<file path="config.mk">
export PLATFORM = sky130hd
export DESIGN_NAME = load_store_unit_flat
export DESIGN_NICKNAME = d
export VERILOG_FILES = /design/src/rtl/load_store_unit_if.sv /design/src/rtl/load_store_unit.sv /design/src/flat_wrapper.sv
export SDC_FILE = /design/constraint.sdc
export NUM_CORES = 1
export LEC_CHECK = 0
export ABC_AREA = 1
export CAP_MARGIN = 10
export CORE_MARGIN = 2
export CORE_UTILIZATION = 28
export CTS_CLUSTER_DIAMETER = 150
export CTS_CLUSTER_SIZE = 8
export DETAILED_ROUTE_END_ITERATION = 8
export GPL_TIMING_DRIVEN = 0
export PLACE_DENSITY = 0.59
export SLEW_MARGIN = 15
export SYNTH_ARGS = -nofsm -noshare
export SYNTH_HDL_FRONTEND = slang
export SYNTH_SLANG_ARGS = --single-unit
</file>
<file path="constraint.sdc">
create_clock -name clk -period 1.91 [get_ports clk]
set_clock_uncertainty 0.15 [all_clocks]
set_input_delay 0.4775 -clock clk [delete_from_list [all_inputs] [get_ports clk]]
set_output_delay 0.4775 -clock clk [all_outputs]
set_load 0.1 [all_outputs]
</file>
<file path="src/rtl/load_store_unit_if.sv">
// Data-memory port of the load/store unit: req/gnt request channel plus
// rvalid read-response channel.
//   mem_req    master->slave  request, held until mem_gnt
//   mem_we     master->slave  1=write
//   mem_addr   master->slave  word-aligned address
//   mem_be     master->slave  byte enables, bit i = byte lane i
//   mem_wdata  master->slave  lane-replicated store data
//   mem_gnt    slave->master  request accepted this cycle
//   mem_rvalid slave->master  read data valid
//   mem_rdata  slave->master  read data word
interface load_store_unit_if;
  localparam int unsigned AW = 32;
  localparam int unsigned DW = 32;
  localparam int unsigned BW = DW / 8;

  logic          mem_req;
  logic          mem_we;
  logic [AW-1:0] mem_addr;
  logic [BW-1:0] mem_be;
  logic [DW-1:0] mem_wdata;
  logic          mem_gnt;
  logic          mem_rvalid;
  logic [DW-1:0] mem_rdata;

  modport master (
    output mem_req, mem_we, mem_addr, mem_be, mem_wdata,
    input  mem_gnt, mem_rvalid, mem_rdata
  );

  modport slave (
    input  mem_req, mem_we, mem_addr, mem_be, mem_wdata,
    output mem_gnt, mem_rvalid, mem_rdata
  );
endinterface

</file>
<file path="src/rtl/load_store_unit.sv">
// RV32I load/store unit: takes the EXECUTE-stage effective address, rs2 and
// funct3, runs one access on the data-memory port and returns the extended
// load value for writeback.
//   clk, rst_n          clock, asynchronous active-low reset
//   start               one-cycle request, accepted only when idle
//   is_store, funct3    access kind and width/sign, sampled with start
//   addr, store_data    effective address and rs2, sampled with start
//   busy, done          busy from cycle after start through the done pulse
//   load_data           extended load result, held until next start
//   fault, fault_code   01 misaligned, 10 illegal funct3, 11 timeout
//   mem                 data-memory master port
module load_store_unit #(
  parameter int unsigned TIMEOUT_CYCLES = 255
) (
  input  logic                 clk,
  input  logic                 rst_n,
  input  logic                 start,
  input  logic                 is_store,
  input  logic [2:0]           funct3,
  input  logic [31:0]          addr,
  input  logic [31:0]          store_data,
  output logic                 busy,
  output logic                 done,
  output logic [31:0]          load_data,
  output logic                 fault,
  output logic [1:0]           fault_code,
  load_store_unit_if.master    mem
);

  localparam int unsigned CNT_W = 8;
  localparam int unsigned DW    = 32;
  localparam int unsigned BW    = 4;

  localparam logic [1:0] FC_NONE     = 2'b00;
  localparam logic [1:0] FC_MISALIGN = 2'b01;
  localparam logic [1:0] FC_ILLEGAL  = 2'b10;
  localparam logic [1:0] FC_TIMEOUT  = 2'b11;

  typedef enum logic [1:0] {
    S_IDLE,
    S_REQ,
    S_WAIT_RESP,
    S_DONE
  } state_t;

  state_t            state_q, state_d;
  logic [CNT_W-1:0]  cnt_q, cnt_d;
  logic              is_store_q, is_store_d;
  logic [2:0]        funct3_q, funct3_d;
  logic [1:0]        off_q, off_d;
  logic              busy_q, busy_d;
  logic              done_q, done_d;
  logic [DW-1:0]     load_data_q, load_data_d;
  logic              fault_q, fault_d;
  logic [1:0]        fault_code_q, fault_code_d;
  logic              mem_req_q, mem_req_d;
  logic              mem_we_q, mem_we_d;
  logic [DW-1:0]     mem_addr_q, mem_addr_d;
  logic [BW-1:0]     mem_be_q, mem_be_d;
  logic [DW-1:0]     mem_wdata_q, mem_wdata_d;

  // Request decode on the raw start-cycle inputs; illegal beats misaligned.
  logic          illegal_c, misaligned_c;
  logic [1:0]    dec_code_c;
  logic [BW-1:0] lane_be_c;
  logic [DW-1:0] lane_wdata_c;

  assign illegal_c = is_store ? (funct3[2] || (funct3[1:0] == 2'b11))
                              : ((funct3[1:0] == 2'b11) || (funct3 == 3'b110));
  assign misaligned_c = ((funct3[1:0] == 2'b01) && addr[0]) ||
                        ((funct3[1:0] == 2'b10) && (addr[1:0] != 2'b00));
  assign dec_code_c = illegal_c    ? FC_ILLEGAL  :
                      misaligned_c ? FC_MISALIGN : FC_NONE;

  // Store lane steering; loads always read the whole word.
  always_comb begin
    lane_be_c    = 4'b1111;
    lane_wdata_c = '0;
    if (is_store) begin
      unique case (funct3[1:0])
        2'b00: begin
          lane_be_c    = 4'b0001 << addr[1:0];
          lane_wdata_c = {4{store_data[7:0]}};
        end
        2'b01: begin
          lane_be_c    = addr[1] ? 4'b1100 : 4'b0011;
          lane_wdata_c = {2{store_data[15:0]}};
        end
        default: begin
          lane_be_c    = 4'b1111;
          lane_wdata_c = store_data;
        end
      endcase
    end
  end

  // Load extraction from the returned word using the latched offset.
  logic [DW-1:0] rd_shift_c;
  logic [15:0]   rd_half_c;
  logic [DW-1:0] ld_ext_c;

  assign rd_shift_c = mem.mem_rdata >> {off_q, 3'b000};
  assign rd_half_c  = off_q[1] ? mem.mem_rdata[31:16] : mem.mem_rdata[15:0];

  always_comb begin
    unique case (funct3_q)
      3'b000:  ld_ext_c = {{24{rd_shift_c[7]}}, rd_shift_c[7:0]};
      3'b100:  ld_ext_c = {24'b0, rd_shift_c[7:0]};
      3'b001:  ld_ext_c = {{16{rd_half_c[15]}}, rd_half_c};
      3'b101:  ld_ext_c = {16'b0, rd_half_c};
      default: ld_ext_c = mem.mem_rdata;
    endcase
  end

  logic timeout_c;
  assign timeout_c = (cnt_q == CNT_W'(TIMEOUT_CYCLES - 1));

  // Next-state and registered-output logic.
  always_comb begin
    state_d      = state_q;
    cnt_d        = cnt_q;
    is_store_d   = is_store_q;
    funct3_d     = funct3_q;
    off_d        = off_q;
    load_data_d  = load_data_q;
    fault_d      = fault_q;
    fault_code_d = fault_code_q;
    mem_req_d    = mem_req_q;
    mem_we_d     = mem_we_q;
    mem_addr_d   = mem_addr_q;
    mem_be_d     = mem_be_q;
    mem_wdata_d  = mem_wdata_q;

    unique case (state_q)
      S_IDLE: begin
        if (start) begin
          is_store_d   = is_store;
          funct3_d     = funct3;
          off_d        = addr[1:0];
          cnt_d        = '0;
          load_data_d  = '0;
          fault_d      = 1'b0;
          fault_code_d = FC_NONE;
          if (dec_code_c != FC_NONE) begin
            fault_d      = 1'b1;
            fault_code_d = dec_code_c;
            state_d      = S_DONE;
          end else begin
            mem_req_d   = 1'b1;
            mem_we_d    = is_store;
            mem_addr_d  = {addr[31:2], 2'b00};
            mem_be_d    = lane_be_c;
            mem_wdata_d = lane_wdata_c;
            state_d     = S_REQ;
          end
        end
      end
      S_REQ: begin
        cnt_d = cnt_q + CNT_W'(1);
        // A grant in the timeout cycle still completes the access.
        if (mem.mem_gnt || timeout_c) begin
          mem_req_d   = 1'b0;
          mem_we_d    = 1'b0;
          mem_addr_d  = '0;
          mem_be_d    = '0;
          mem_wdata_d = '0;
        end
        if (mem.mem_gnt) begin
          state_d = is_store_q ? S_DONE : S_WAIT_RESP;
        end else if (timeout_c) begin
          fault_d      = 1'b1;
          fault_code_d = FC_TIMEOUT;
          state_d      = S_DONE;
        end
      end
      S_WAIT_RESP: begin
        cnt_d = cnt_q + CNT_W'(1);
        if (mem.mem_rvalid) begin
          load_data_d = ld_ext_c;
          state_d     = S_DONE;
        end else if (timeout_c) begin
          fault_d      = 1'b1;
          fault_code_d = FC_TIMEOUT;
          state_d      = S_DONE;
        end
      end
      S_DONE: begin
        state_d = S_IDLE;
      end
      default: begin
        state_d = S_IDLE;
      end
    endcase

    busy_d = (state_d != S_IDLE);
    done_d = (state_d == S_DONE);
  end

  always_ff @(posedge clk or negedge rst_n) begin
    if (!rst_n) begin
      state_q      <= S_IDLE;
      cnt_q        <= '0;
      is_store_q   <= 1'b0;
      funct3_q     <= '0;
      off_q        <= '0;
      busy_q       <= 1'b0;
      done_q       <= 1'b0;
      load_data_q  <= '0;
      fault_q      <= 1'b0;
      fault_code_q <= FC_NONE;
      mem_req_q    <= 1'b0;
      mem_we_q     <= 1'b0;
      mem_addr_q   <= '0;
      mem_be_q     <= '0;
      mem_wdata_q  <= '0;
    end else begin
      state_q      <= state_d;
      cnt_q        <= cnt_d;
      is_store_q   <= is_store_d;
      funct3_q     <= funct3_d;
      off_q        <= off_d;
      busy_q       <= busy_d;
      done_q       <= done_d;
      load_data_q  <= load_data_d;
      fault_q      <= fault_d;
      fault_code_q <= fault_code_d;
      mem_req_q    <= mem_req_d;
      mem_we_q     <= mem_we_d;
      mem_addr_q   <= mem_addr_d;
      mem_be_q     <= mem_be_d;
      mem_wdata_q  <= mem_wdata_d;
    end
  end

  assign busy          = busy_q;
  assign done          = done_q;
  assign load_data     = load_data_q;
  assign fault         = fault_q;
  assign fault_code    = fault_code_q;
  assign mem.mem_req   = mem_req_q;
  assign mem.mem_we    = mem_we_q;
  assign mem.mem_addr  = mem_addr_q;
  assign mem.mem_be    = mem_be_q;
  assign mem.mem_wdata = mem_wdata_q;

endmodule

</file>
<file path="src/flat_wrapper.sv">
// flat-port wrapper written by rule: the top's interface ports become plain ports
module load_store_unit_flat 
#(
  parameter int unsigned TIMEOUT_CYCLES = 255
)
  (clk, rst_n, start, is_store, funct3, addr, store_data, busy, done, load_data, fault, fault_code, mem_mem_req, mem_mem_we, mem_mem_addr, mem_mem_be, mem_mem_wdata, mem_mem_gnt, mem_mem_rvalid, mem_mem_rdata);
  load_store_unit_if mem_i ();
  input  logic clk;
  input  logic rst_n;
  input  logic start;
  input  logic is_store;
  input  logic [2:0] funct3;
  input  logic [31:0] addr;
  input  logic [31:0] store_data;
  output logic busy;
  output logic done;
  output logic [31:0] load_data;
  output logic fault;
  output logic [1:0] fault_code;
  output wire logic [$bits(mem_i.mem_req)-1:0] mem_mem_req;
  output wire logic [$bits(mem_i.mem_we)-1:0] mem_mem_we;
  output wire logic [$bits(mem_i.mem_addr)-1:0] mem_mem_addr;
  output wire logic [$bits(mem_i.mem_be)-1:0] mem_mem_be;
  output wire logic [$bits(mem_i.mem_wdata)-1:0] mem_mem_wdata;
  input wire logic [$bits(mem_i.mem_gnt)-1:0] mem_mem_gnt;
  input wire logic [$bits(mem_i.mem_rvalid)-1:0] mem_mem_rvalid;
  input wire logic [$bits(mem_i.mem_rdata)-1:0] mem_mem_rdata;
  assign mem_mem_req = mem_i.mem_req;
  assign mem_mem_we = mem_i.mem_we;
  assign mem_mem_addr = mem_i.mem_addr;
  assign mem_mem_be = mem_i.mem_be;
  assign mem_mem_wdata = mem_i.mem_wdata;
  assign mem_i.mem_gnt = mem_mem_gnt;
  assign mem_i.mem_rvalid = mem_mem_rvalid;
  assign mem_i.mem_rdata = mem_mem_rdata;
  load_store_unit #(.TIMEOUT_CYCLES(TIMEOUT_CYCLES)) u_core (.clk(clk), .rst_n(rst_n), .start(start), .is_store(is_store), .funct3(funct3), .addr(addr), .store_data(store_data), .busy(busy), .done(done), .load_data(load_data), .fault(fault), .fault_code(fault_code), .mem(mem_i));
endmodule
</file>
* Yosys cells after proc, flatten, opt, wreduce, memory -nomap -nowiden *
Index checks and enable logic that the tools add are counted.

storage, ports and cells
  register bits after elaboration = 123
  input port bits = 105
  logic and storage cells = 110

cells by class
  add/sub/neg operators = 1
  eq/ne operators = 18
  shifts and indexed selects = 2
  multiplexer cells = 52
  reduce and logical (&&, ||, !) cells = 22

operator list
  operator               number
  $mux W32               8
  $pmux W32 S2           4
  $pmux W32 S4           1
  $shr A32 B5 Y8         1
  $mux W2                11
  $mux W4                5
  $mux W16               1
  $pmux W4 S2            2
  $pmux W8 S2            1
  $mux W1                13
  $reduce_bool A2 Y1     6
  $eq A2 B2 Y1 const B   5
  $ne A2 B2 Y1 const B   5
  $eq A3 B3 Y1 const B   3
  $add A8 B1 Y8 const B  1
  $eq A8 B8 Y1 const B   1
  $mux W8                1
  $pmux W2 S4            1
  $reduce_and A4 Y1      2
  $pmux W2 S3            1
  $eq A2 B1 Y1 const B   2
  $logic_not A2 Y1       2
  $logic_or A1 B1 Y1     4
  $pmux W1 S2            2
  10 further kinds       12

* Logic depth before layout (Yosys ltp) *
  word-level depth = 10
  mapped depth = 11
  mapped depth without buffers = 10

* Least setup slack after synthesis *
OpenSTA, ideal clock, no wires.

  kind = register to register
  from = register u_core.state_q[0]
  to = register u_core.cnt_q[5]
  library setup time = 77 ps
  data arrival time = 1,610 ps
  data required time = 1,683 ps
  setup slack = 72 ps
  cell stages (with the launch flop) = 9
  period minus slack after synthesis = 1,838 ps
  path through = dfrtp_1 inv_1 ha_1 inv_1 o21ai_1 nand2_1 nor2_1 o21bai_1 a21oi_1

on the way
  word-level cells in the longest chain between the ends = 4
  elaborated cells on any way between the ends = 8
  classes of those cells = eq/ne (3); mux (1); reduce/logical (4)

RTL lines
  item                                                 RTL line                text
  start, declared                                      load_store_unit.sv:46   state_t state_q, state_d;
  start signal, assigned                               load_store_unit.sv:217  state_q <= state_d;
  $eq A2 B1 Y1 / $eq A2 B2 Y1 (equally long branches)  load_store_unit.sv:134  unique case (state_q)
  $reduce_or A2 Y1 (no line)                           --
  $reduce_bool A2 Y1 (no line)                         --
  $reduce_and A2 Y1 (no line)                          --
  end signal, assigned                                 load_store_unit.sv:218  cnt_q <= cnt_d;
  end, declared                                        load_store_unit.sv:47   logic [CNT_W-1:0] cnt_q, cnt_d;

Several ways; a longest one is shown, not always the timed one.
A chain may end at the register's enable or synchronous reset.

* Worst setup path after layout *
  from = register u_core.state_q[0]
  to = register u_core.load_data_q[20] (netlist: u_core.load_data[20])

on the way
  word-level cells in the longest chain between the ends = 3
  elaborated cells on any way between the ends = 7
  classes of those cells = eq/ne (3); mux (1); reduce/logical (3)

RTL lines
  item                                                                 RTL line                text
  $eq A2 B2 Y1 / $logic_not A2 Y1 (equally long branches)              load_store_unit.sv:134
  $ne A2 B2 Y1 (no line) / $reduce_bool A2 Y1 (equally long branches)  --
  $reduce_and A3 Y1 (no line)                                          --
  end signal, assigned                                                 load_store_unit.sv:224  load_data_q <= load_data_d;
  end, declared                                                        load_store_unit.sv:53   logic [DW-1:0] load_data_q, load_data_d;

Several ways; a longest one is shown, not always the timed one.

==> flow_summary.toml <==
[finish]
fillers = 2254
area_growth_pct = 44.4
diodes = 0
finalInstanceArea_sq_um = 8900
layout.nets = 1171
drive_gt1_share_pct = 19.9
final_util_pct = 41.0
instances_no_fill = 1351

[setup_path]
ff2ff_setup_slack_ns = -0.02
path_cells = "inv_2, ha_4, inv_6, nor2_4, nor2_2, inv_2, o31ai_2, inv_2, buf_8, nand2_1, nand2_1"
criticalPathCategory = "register to register"
slowest_delay_ns = 0.43
cp.arrival_ns = 2.12
required_ns = 2.10
cp-end-kind = "register"
cp_slowest_cell = "dfrtp_2"
cp_max_fo = 10
r2r_end = "u_core.load_data[20]$_DFFE_PN0P_"
cp-start-kind = "register"
crit_top_cell = "inv_2"
r2r_start = "u_core.state_q[0]$_DFF_PN0_"
worstRegToRegCells = 11

[clock_tree]
clk_pin_slew_ns = 0.05
clock_path_buffers = 2
cts_root_buf = "clkbuf_16"
clk_latency_ns = 0.40
cts.sinks = 121
cts-htree-levels = 4
cts_inserted_buffers = 17
cts_tree = "yes"

[floorplanning]
ioPinCount = 212
core-area_sq_um = 21700
die_h_um = 152
rows = 54
start_util_pct = 28.4
die_area_sq_um = 23200
fp.dieW_um = 152

[pwr]
power_leakage_nw = 4.85
finalPower_mw = 18.0
ir_worst_vdd_v = 0.000805
power_density_nw_per_um2 = 2020

[status]
status = "finished with violations"
violations = "negative setup slack"

[detailed_routing]
vias = 6311
antenna_left = 0
wire_per_inst_um = 15.8
drc_errors = 0
firstDrtPassIters = 5
avgViaCountPerCell = 4.67
wl_met2_um = 9780
finalWirelength_um = 21300
route.top_layer_used = "met5"
met1_length_um = 9300
wl_met3_um = 1970
first_iter_violations = 384

[sta]
rsz0062_at_grt = "true"
finalHoldViolations = 0
max_freq_mhz = 519
period_minus_slack_ns = 1.93
setup_ws_ns = -0.0177
timing.final.crit_share_pct = 101
slew-limit-headroom_pct = 59.7
finalSetupViolCount = 19
worst_slew_pin_slew_ns = 0.604
setup_tns_ns = -0.142
fin_hold_ws_ns = 0.312
slew_viol_final = 0

[synthesis]
synth_commonest_cells = "nand2_1, dfrtp_1, nor2_1, inv_1, nand3_1"
yosysTopAreaCellShare_pct = 49.1
ys.flop_type = "dfrtp_1"
synthArstFlopShare_pct = 100
synth-edff-count = 0
ys_ff_latch = 121
netlist_instances = 822
synth_area_sq_um = 6160
synth_area_per_cell_sq_um = 7.50
synth_warnings = 0
synth_area_leader_cell = "dfrtp_1"
synth_cell_types = 28
seq_area_frac_synth_pct = 49.1
synth.most_common_cell = "nand2_1"
synthTopCellsByArea = "dfrtp_1, nand2_1, nor2_1"

[global_routing]
grt.total_usage_pct = 18.3
overflow = 0
grt_max_degree = 62
grt_pass1_wl_um = 33800
antenna_found_initial = 1
first_global_vias = 6136

[hold_path]
min_to = "u_core.funct3_q[0]$_DFFE_PN0P_"
min_path_type = "input port to register"
holdPathStages = 3
worstHoldStart = "funct3[0]"

[placed_design]
port_buffers = 207
dpl_worst_slack_ns = -0.878
hpwl_um = 15800
dpl-instance-area_sq_um = 8620
place.gp.congestion = 0.901
dp.cells = 1311

[run]
max_cap_viol_count = 0
registers in the layout, indices dropped and copies added (netlist names), 2 cells and up:
signal / count
u_core.cnt_q: 8
u_core.mem.mem_be: 4
u_core.state_q: 2
u_core.off_q: 2
u_core.load_data: 32
u_core.funct3_q: 3
u_core.fault_code: 2
u_core.mem.mem_addr: 30
u_core.mem.mem_wdata: 32
worst max-delay path by stage:
stage	end	start	slack, ns
floorplan	u_core.cnt_q[5]$_DFFE_PN0P_	u_core.state_q[0]$_DFF_PN0_	0.07
global placement	u_core.mem.mem_addr[25]$_DFFE_PN0P_	rst_n	-4.97
detailed placement	u_core.mem.mem_wdata[14]$_DFFE_PN0P_	funct3[1]	-0.88
CTS	u_core.load_data[20]$_DFFE_PN0P_	u_core.state_q[0]$_DFF_PN0_	0.0007
global route	u_core.load_data[20]$_DFFE_PN0P_	u_core.state_q[1]$_DFF_PN0_	-0.10
finish	u_core.load_data[20]$_DFFE_PN0P_	u_core.state_q[0]$_DFF_PN0_	-0.02
final cells by class:
| type | count | area, sq um | share of cell area, % |
|---|---|---|---|
| Sequential cell | 121 | 3030 | 34.0 |
| Multi-Input combinational cell | 604 | 2800 | 31.5 |
| Timing Repair Buffer | 218 | 1660 | 18.7 |
| Clock buffer | 17 | 425 | 4.78 |
| Tap cell | 280 | 350 | 3.94 |
| Buffer | 47 | 304 | 3.42 |
| Inverter | 51 | 196 | 2.21 |
| Clock inverter | 13 | 131 | 1.48 |
what timing repair did:
item	in CTS	in global routing
gates cloned	0	1
setup endpoints to repair	213	106
endpoints found under the hold margin	60	0
setup buffers	1	7
hold buffers	1	0
pin swaps	2	4
resized for setup	557	28
per-layer routing:
metal | vias up | track usage (%)
met2 | 254 | 29.7
met4 | 2 | 4.72
met3 | 18 | 6.51
met1 | 2921 | 23.4
li1 | 3116 | -
met5 | - | 0
cell usage in the layout (no fill, tap or decap), types with 2 or more instances in the layout:
cell	count
a21oi_1	31
buf_2	116
buf_4	10
buf_6	13
bufinv_16	2
clkbuf_1	15
clkbuf_16	17
clkbuf_2	4
clkbuf_4	3
clkdlybuf4s50_1	99
clkinv_2	5
clkinvlp_4	5
conb_1	2
dfrtp_1	120
ha_1	4
ha_4	2
inv_1	41
inv_2	9
inv_6	2
nand2_1	325
nand2_2	7
nand3_1	41
nand3_2	2
nand3_4	3
nand4_1	35
nor2_1	79
nor2_2	2
nor2_4	2
nor3_1	8
o211ai_1	19
o21ai_0	30
xor2_1	2
cell families after synthesis:
logic type                 share of synthesized area [%]
buffers and inverters                               7.37
DFF                                                 49.1
xor gates and xnor gates                           0.284
AOI/OAI and AO/OA                                   7.96
other                                             0.0608
and+or+nand+nor                                     34.0
adders and majority gates                           1.22
power breakdown:
part	total, mW	leakage [nW]	internal (mW)	switching, mW
clock	3.06	0.263	1.89	1.17
sequential	3.92	1.63	3.42	0.495
combinational	11.0	2.96	2.25	8.76
total	18.0	4.85	7.56	10.4
critical path, delay by kind of cell, from the launching register on:
| family | cells | cell delay, ns |
|---|---|---|
| compound gates | 1 | 0.09 |
| fa+ha+maj | 1 | 0.19 |
| buf+inv | 5 | 0.65 |
| flops | 1 | 0.43 |
| simple gates | 4 | 0.35 |
Note: power is estimated with default switching activity, not from simulation.
